## src/rtl/vram_arbiter_pkg.sv

```systemverilog
// Shared types and helpers for the VRAM arbiter.
//   req_id_t     : requester index (display, physics, paint)
//   lock_state_t : physics lock FSM states
//   N_REQ        : number of requesters
//   pixel_count  : number of legal pixel addresses in a frame
package vram_arbiter_pkg;

  localparam int unsigned N_REQ = 3;

  typedef enum logic [1:0] {
    REQ_DISPLAY = 2'd0,
    REQ_PHYSICS = 2'd1,
    REQ_PAINT   = 2'd2
  } req_id_t;

  typedef enum logic [1:0] {
    UNLOCKED,
    LOCKED,
    EXPIRED
  } lock_state_t;

  function automatic int unsigned pixel_count(input int unsigned cols, input int unsigned rows);
    return cols * rows;
  endfunction

endpackage

```

## src/rtl/vram_arbiter_rr_pick2.sv

```systemverilog
// Two-way round-robin pick between physics and paint.
//   clk, reset : clock and synchronous active-high reset
//   req        : [0] physics request, [1] paint request
//   xfer       : [0] physics transfer, [1] paint transfer (actual accepts from the top)
//   pick       : one-hot pick; zero when neither requests
// The pointer moves on real transfers only, so a physics transfer taken under
// the lock still hands preference to paint afterwards.
module rr_pick2 (
  input  logic       clk,
  input  logic       reset,
  input  logic [1:0] req,
  input  logic [1:0] xfer,
  output logic [1:0] pick
);

  logic ptr_q;  // 0: physics preferred, 1: paint preferred

  always_comb begin
    pick = 2'b00;
    if (req[0] && req[1]) begin
      pick = ptr_q ? 2'b10 : 2'b01;
    end else if (req[0]) begin
      pick = 2'b01;
    end else if (req[1]) begin
      pick = 2'b10;
    end
  end

  always_ff @(posedge clk) begin
    if (reset) begin
      ptr_q <= 1'b0;
    end else if (xfer[0]) begin
      ptr_q <= 1'b1;
    end else if (xfer[1]) begin
      ptr_q <= 1'b0;
    end
  end

endmodule

```

## src/rtl/vram_arbiter.sv

```systemverilog
// Single-port VRAM arbiter for display fetch, sand physics and user paint.
//   clk_i, reset_i     : clock, synchronous active-high reset
//   req_i/we_i         : per-requester request and write enable (bit k = requester k)
//   addr_i/wdata_i     : per-requester address/data, requester k at slice k
//   gnt_o              : combinational one-hot grant
//   rdata_o/rvalid_o   : shared read-return bus and one-hot owner strobe
//   lock_i             : physics exclusivity request
//   lock_err_o         : sticky, lock held past LOCK_MAX_CYCLES
//   addr_err_o         : one-cycle pulse after an out-of-range transfer
//   ram_addr_o/ram_we_o/ram_wdata_o/ram_rdata_i : synchronous VRAM port
// Display always wins; physics and paint share the rest round-robin, with
// paint locked out while physics holds a bounded lock.
module vram_arbiter
  import vram_arbiter_pkg::*;
#(
  parameter int unsigned VRAM_ADDR_WIDTH = 19,
  parameter int unsigned VRAM_DATA_WIDTH = 1,
  parameter int unsigned ACTIVE_COLUMNS  = 640,
  parameter int unsigned ACTIVE_ROWS     = 480,
  parameter int unsigned LOCK_MAX_CYCLES = 16
) (
  input  logic                               clk_i,
  input  logic                               reset_i,
  input  logic [N_REQ-1:0]                   req_i,
  input  logic [N_REQ-1:0]                   we_i,
  input  logic [N_REQ*VRAM_ADDR_WIDTH-1:0]   addr_i,
  input  logic [N_REQ*VRAM_DATA_WIDTH-1:0]   wdata_i,
  output logic [N_REQ-1:0]                   gnt_o,
  output logic [VRAM_DATA_WIDTH-1:0]         rdata_o,
  output logic [N_REQ-1:0]                   rvalid_o,
  input  logic                               lock_i,
  output logic                               lock_err_o,
  output logic                               addr_err_o,
  output logic [VRAM_ADDR_WIDTH-1:0]         ram_addr_o,
  output logic                               ram_we_o,
  output logic [VRAM_DATA_WIDTH-1:0]         ram_wdata_o,
  input  logic [VRAM_DATA_WIDTH-1:0]         ram_rdata_i
);

  localparam int unsigned PixelCount = pixel_count(ACTIVE_COLUMNS, ACTIVE_ROWS);
  localparam logic [VRAM_ADDR_WIDTH:0] PixelLimit = PixelCount[VRAM_ADDR_WIDTH:0];
  localparam int unsigned CntWidth = $clog2(LOCK_MAX_CYCLES + 1);
  localparam logic [CntWidth-1:0] CntLast = CntWidth'(LOCK_MAX_CYCLES - 1);

  lock_state_t                 lock_state_q;
  logic [CntWidth-1:0]         lock_cnt_q;
  logic                        lock_err_q;

  logic [N_REQ-1:0]            gnt;
  logic [N_REQ-1:0]            xfer;
  logic [1:0]                  rr_pick;

  logic [VRAM_ADDR_WIDTH-1:0]  sel_addr;
  logic                        sel_we;
  logic [VRAM_DATA_WIDTH-1:0]  sel_wdata;
  logic                        sel_oor;

  logic [VRAM_ADDR_WIDTH-1:0]  ram_addr_q;
  logic                        ram_we_q;
  logic [VRAM_DATA_WIDTH-1:0]  ram_wdata_q;
  logic                        addr_err_q;

  // Read-return pipeline: owner id and out-of-range flag per stage.
  logic [N_REQ-1:0]            rd_stage1_q, rd_stage2_q;
  logic                        oor_stage1_q, oor_stage2_q;

  rr_pick2 u_rr_pick2 (
    .clk   (clk_i),
    .reset (reset_i),
    .req   (req_i[REQ_PAINT:REQ_PHYSICS]),
    .xfer  (xfer[REQ_PAINT:REQ_PHYSICS]),
    .pick  (rr_pick)
  );

  always_comb begin
    gnt = '0;
    if (!reset_i) begin
      if (req_i[REQ_DISPLAY]) begin
        gnt[REQ_DISPLAY] = 1'b1;
      end else if (lock_state_q == LOCKED) begin
        gnt[REQ_PHYSICS] = req_i[REQ_PHYSICS];
      end else begin
        gnt[REQ_PAINT:REQ_PHYSICS] = rr_pick;
      end
    end
  end

  assign xfer  = req_i & gnt;
  assign gnt_o = gnt;

  always_comb begin
    sel_addr  = addr_i[0 +: VRAM_ADDR_WIDTH];
    sel_we    = we_i[0];
    sel_wdata = wdata_i[0 +: VRAM_DATA_WIDTH];
    for (int unsigned k = 1; k < N_REQ; k++) begin
      if (gnt[k]) begin
        sel_addr  = addr_i[k*VRAM_ADDR_WIDTH +: VRAM_ADDR_WIDTH];
        sel_we    = we_i[k];
        sel_wdata = wdata_i[k*VRAM_DATA_WIDTH +: VRAM_DATA_WIDTH];
      end
    end
  end

  assign sel_oor = {1'b0, sel_addr} >= PixelLimit;

  always_ff @(posedge clk_i) begin
    if (reset_i) begin
      ram_addr_q   <= '0;
      ram_we_q     <= 1'b0;
      ram_wdata_q  <= '0;
      addr_err_q   <= 1'b0;
      rd_stage1_q  <= '0;
      rd_stage2_q  <= '0;
      oor_stage1_q <= 1'b0;
      oor_stage2_q <= 1'b0;
    end else begin
      ram_we_q     <= 1'b0;
      addr_err_q   <= 1'b0;
      rd_stage1_q  <= '0;
      oor_stage1_q <= 1'b0;
      if (|xfer) begin
        ram_addr_q  <= sel_addr;
        ram_wdata_q <= sel_wdata;
        // Out-of-range accesses are accepted but never reach the array.
        ram_we_q    <= sel_we & ~sel_oor;
        addr_err_q  <= sel_oor;
        if (!sel_we) begin
          rd_stage1_q  <= xfer;
          oor_stage1_q <= sel_oor;
        end
      end
      rd_stage2_q  <= rd_stage1_q;
      oor_stage2_q <= oor_stage1_q;
    end
  end

  // Lock FSM: lock_cnt runs every locked cycle, display grants included.
  always_ff @(posedge clk_i) begin
    if (reset_i) begin
      lock_state_q <= UNLOCKED;
      lock_cnt_q   <= '0;
      lock_err_q   <= 1'b0;
    end else begin
      unique case (lock_state_q)
        UNLOCKED: begin
          if (lock_i && xfer[REQ_PHYSICS]) begin
            lock_state_q <= LOCKED;
            lock_cnt_q   <= '0;
          end
        end
        LOCKED: begin
          if (!lock_i) begin
            lock_state_q <= UNLOCKED;
          end else if (lock_cnt_q == CntLast) begin
            lock_state_q <= EXPIRED;
            lock_err_q   <= 1'b1;
          end else begin
            lock_cnt_q <= lock_cnt_q + 1'b1;
          end
        end
        EXPIRED: begin
          if (!lock_i) begin
            lock_state_q <= UNLOCKED;
          end
        end
        default: lock_state_q <= UNLOCKED;
      endcase
    end
  end

  assign ram_addr_o  = ram_addr_q;
  assign ram_we_o    = ram_we_q;
  assign ram_wdata_o = ram_wdata_q;
  assign addr_err_o  = addr_err_q;
  assign lock_err_o  = lock_err_q;
  assign rvalid_o    = rd_stage2_q;
  // The RAM data lines up with stage 2; out-of-range reads return zero.
  assign rdata_o     = (|rd_stage2_q && !oor_stage2_q) ? ram_rdata_i : '0;

endmodule

```

## config.mk

```make
export PLATFORM = sky130hd
export DESIGN_NAME = vram_arbiter
export DESIGN_NICKNAME = d
export VERILOG_FILES = /design/src/rtl/vram_arbiter_pkg.sv /design/src/rtl/vram_arbiter_rr_pick2.sv /design/src/rtl/vram_arbiter.sv
export SDC_FILE = /design/constraint.sdc
export NUM_CORES = 1
export LEC_CHECK = 0
export ABC_AREA = 1
export BUFFER_PORTS_ARGS = -buffer_cell sky130_fd_sc_hd__buf_4
export CORE_MARGIN = 4
export CORE_UTILIZATION = 45
export CTS_BUF_LIST = sky130_fd_sc_hd__clkbuf_16
export DETAILED_ROUTE_END_ITERATION = 8
export GPL_TIMING_DRIVEN = 0
export PLACE_DENSITY = 0.84
export SETUP_SLACK_MARGIN = 0.15
export SLEW_MARGIN = 20
export SYNTH_ARGS = -nofsm -noshare
export SYNTH_HDL_FRONTEND = slang
export SYNTH_SLANG_ARGS = --single-unit
export TNS_END_PERCENT = 100
```

## constraint.sdc

```tcl
create_clock -name clk_i -period 1.8 [get_ports clk_i]
set_input_delay 0.27 -clock clk_i [delete_from_list [all_inputs] [get_ports clk_i]]
set_output_delay 0.27 -clock clk_i [all_outputs]
set_load 0.02 [all_outputs]
```

==> results summary <==
The run finished with clean final reports. Setup repair after global routing could not meet its margin everywhere. The worst setup path is launched from a flip-flop. The area of the core came out at 4120 um^2. Leaving out fill and tap cells, the most frequent cells in the layout are 110 x buf_4, 46 x nand2_1, 35 x dfxtp_1, 28 x nor2_1, 24 x o21ai_0.

Overall power consumption after layout is estimated at 2320 uW. The final hold slack came out at 0.152 ns. Wires add up to 6430 um. Across the run, the number of max-cap violations was 0. In the final routed layout, each cell accounts on average for 14.5 um. The repair_antennas step left the layout with diodes totalling 0. The clock skew after layout came out at around 0.0050 ns. The number of global-route vias before repair is 2132.

The clock tree root buffer cell is clkbuf_16. Sequential cells were found to cover 39.7% of the synthesized design area. The number of setup violations in the final report is 0. The leading cell type in the layout, fill and taps excluded is buf_4. The path class of the tightest hold or removal check is input pin to flip-flop. The worst IR drop on VDD came out at 0.000572 V. Summed over all nets, the half-perimeter wirelength after detailed placement is around 4500 um.

Measured on the finished design, the core utilization comes to between 70% and 80%. The H-tree was split into 2 levels. The DRC violation count after routing is 0. The remaining global-route overflow is 0. The number of placement rows is 23. The post-synthesis instance area came out at 1960 um^2. The initial antenna violation count came out at 0. At the end of the flow, the number of nets in the layout was ~460. The clock edge transition at the registers on the reported setup and hold paths is approximately 0.060 ns. The floorplan step set the die height to 74.1 um.

The iteration count of the initial detailed-routing pass is 5. The per-cell via count in the routed design came out at 5.14. The static leakage came out at 0.00150 uW.

The fraction of final layout cells sized beyond drive strength 1 is 42.5%. The number of design-rule violations left by the first detailed-router iteration is 133. The power density normalized to cell area is 746 nW/um^2.

The total count of max-transition violations in the final report came to 0. The global-route total usage across every layer is about 22%. The highest clock frequency the design can meet is approximately 590 MHz. The count of different cell masters after synthesis is 31. The number of buffers created by CTS is 5. The maximum root-to-sink buffer count is 2.

100 I/O pins were placed. The part of the cycle the worst path needs came out at 94.8%. The time the final worst path needs with I/O delays and setup is 1.71 ns. The net count after synthesis is 345.

The mean area per synthesized cell came out at 7.20 um^2. The slew at the pin closest to its max-slew limit is 0.431 ns. The die extent in x came out at 74.1 um.

The clock sink count came out at 39. The number of hold buffers added after cts is 0. The required time of the worst setup path came out at 1.98 ns. The total of buffers placed on input and output ports came out at 99. Synthesis inferred 39 register bits.

The initial cell density of the core came out at 47.7%. The pin count of the biggest net entering global routing came out at 12. Compared with the post-synthesis result, the final layout area differs by 58.5%.

The final number of hold-violating endpoints was 0. The die covers ~5500 um^2. The number of routed nets with antenna violations came out at 0. For the worst-skew pair, the clock arrives at the later sink with an insertion delay of 0.28 ns.

The biggest fanout along the worst timing path came out at 5. The total number of vias is ~2300. The headroom to the max-slew limit is 71.2%. Synthesis produced a netlist whose cell count is approximately 270.

The arrival time of the worst setup path came out at 1.89 ns. The Yosys step of the flow raised 0 warnings. The first global-routing pass estimated between 9000 and 10000 um of wire. The endpoint kind of the worst setup timing path is a flip-flop. The worst setup path is of the flip-flop to flip-flop kind. At the end of routability-driven placement, the weighted congestion stood at 0.848.

The TritonCTS clock tree is done.
## through the flow
stage	instance area [um^2]	setup slack [ns]	instances	TNS, ns
after floorplan	1960	0.331	273	0
after global placement	2770	0.0730	422	0
after detailed placement	2770	0.0459	422	0
after CTS	2950	0.154	433	0
after global routing	3110	-0.00294	443	-0.00294
final	3110	0.0942	443	0
## cell usage after synthesis, drive strengths merged
library cell	count	share of area, %
a21boi	1	0.38
a21oi	18	4.6
a31o	1	0.45
a31oi	9	2.9
and3	1	0.32
buf	10	4.0
clkbuf	4	0.83
dfxtp	39	40
ha	2	1.3
inv	26	5.1
nand2	54	12
nand3	18	4.6
nor2	36	8.3
nor3	5	1.3
nor3b	1	0.38
o211ai	9	3.4
o21ai	29	7.4
or2	10	3.2
## flip-flops by register name (all words and copies together) (netlist names)
register / cells
oor_stage2_q: 1
ram_we_o: 1
lock_cnt_q: 5
lock_err_o: 1
u_rr_pick2.ptr_q: 1
rvalid_o: 3
lock_state_q: 2
oor_stage1_q: 1
ram_wdata_o: 1
addr_err_o: 1
ram_addr_o: 19
rd_stage1_q: 3
## cell type report
type,instances,area [um^2]
Multi-Input combinational cell,195,1050
Timing Repair Buffer,111,855
Sequential cell,39,786
Inverter,26,105
Clock buffer,5,125
Buffer,14,116
Tap cell,50,62.6
Fill cell,310,1000
Clock inverter,3,12.5
## power by group
part	switching (uW)	total, uW	internal, uW
Sequential	29.1	949	920
Combinational	280	547	267
Clock	328	828	500
Total	637	2320	1690
## layer usage
metal / wire, um / vias to the layer above / global-route usage, %
li1: - / 1136 / -
met1: 2540 / 1043 / 27.4
met2: 3310 / 80 / 37.0
met3: 399 / 16 / 4.59
met4: 177 / 0 / 11.1
met5: 0 / - / 0
## final timing paths
path | startpoint | endpoint | slack (ns) | depth (start not counted)
setup / recovery | lock_state_q[1] | ram_we_o | 0.09 | 14
hold reg to reg | rd_stage1_q[1] | rvalid_o[1] | 0.40 | 2
hold / removal | we_i[1] | rd_stage1_q[1] | 0.15 | 2
setup reg to reg | lock_state_q[1] | ram_we_o | 0.09 | 14
## worst max-delay path, cell delays in order, from the launching register on
cell,delay (ns)
dfxtp_2,0.33
inv_2,0.05
nand2_4,0.09
inv_4,0.05
nor2_4,0.15
nand2_4,0.10
buf_8,0.14
nand2_4,0.06
nor2_4,0.03
nor2_2,0.15
nand2_1,0.09
nor2_1,0.15
nand2_1,0.11
nand2_1,0.07
nor2_1,0.04
## kinds of logic after synthesis
family          after synthesis  synth area share [%]
fa+ha+maj                     2                  1.27
flops                        39                  39.7
simple gates                125                  29.9
buf+inv                      40                  9.94
compound gates               67                  19.1
## what timing repair did
item,in CTS,in global routing
gates cloned,0,2
pin swaps,1,11
setup endpoints to repair,5,21
resized for setup,8,27
buffers inserted,3,8
Power figures use the tool's default switching activity.
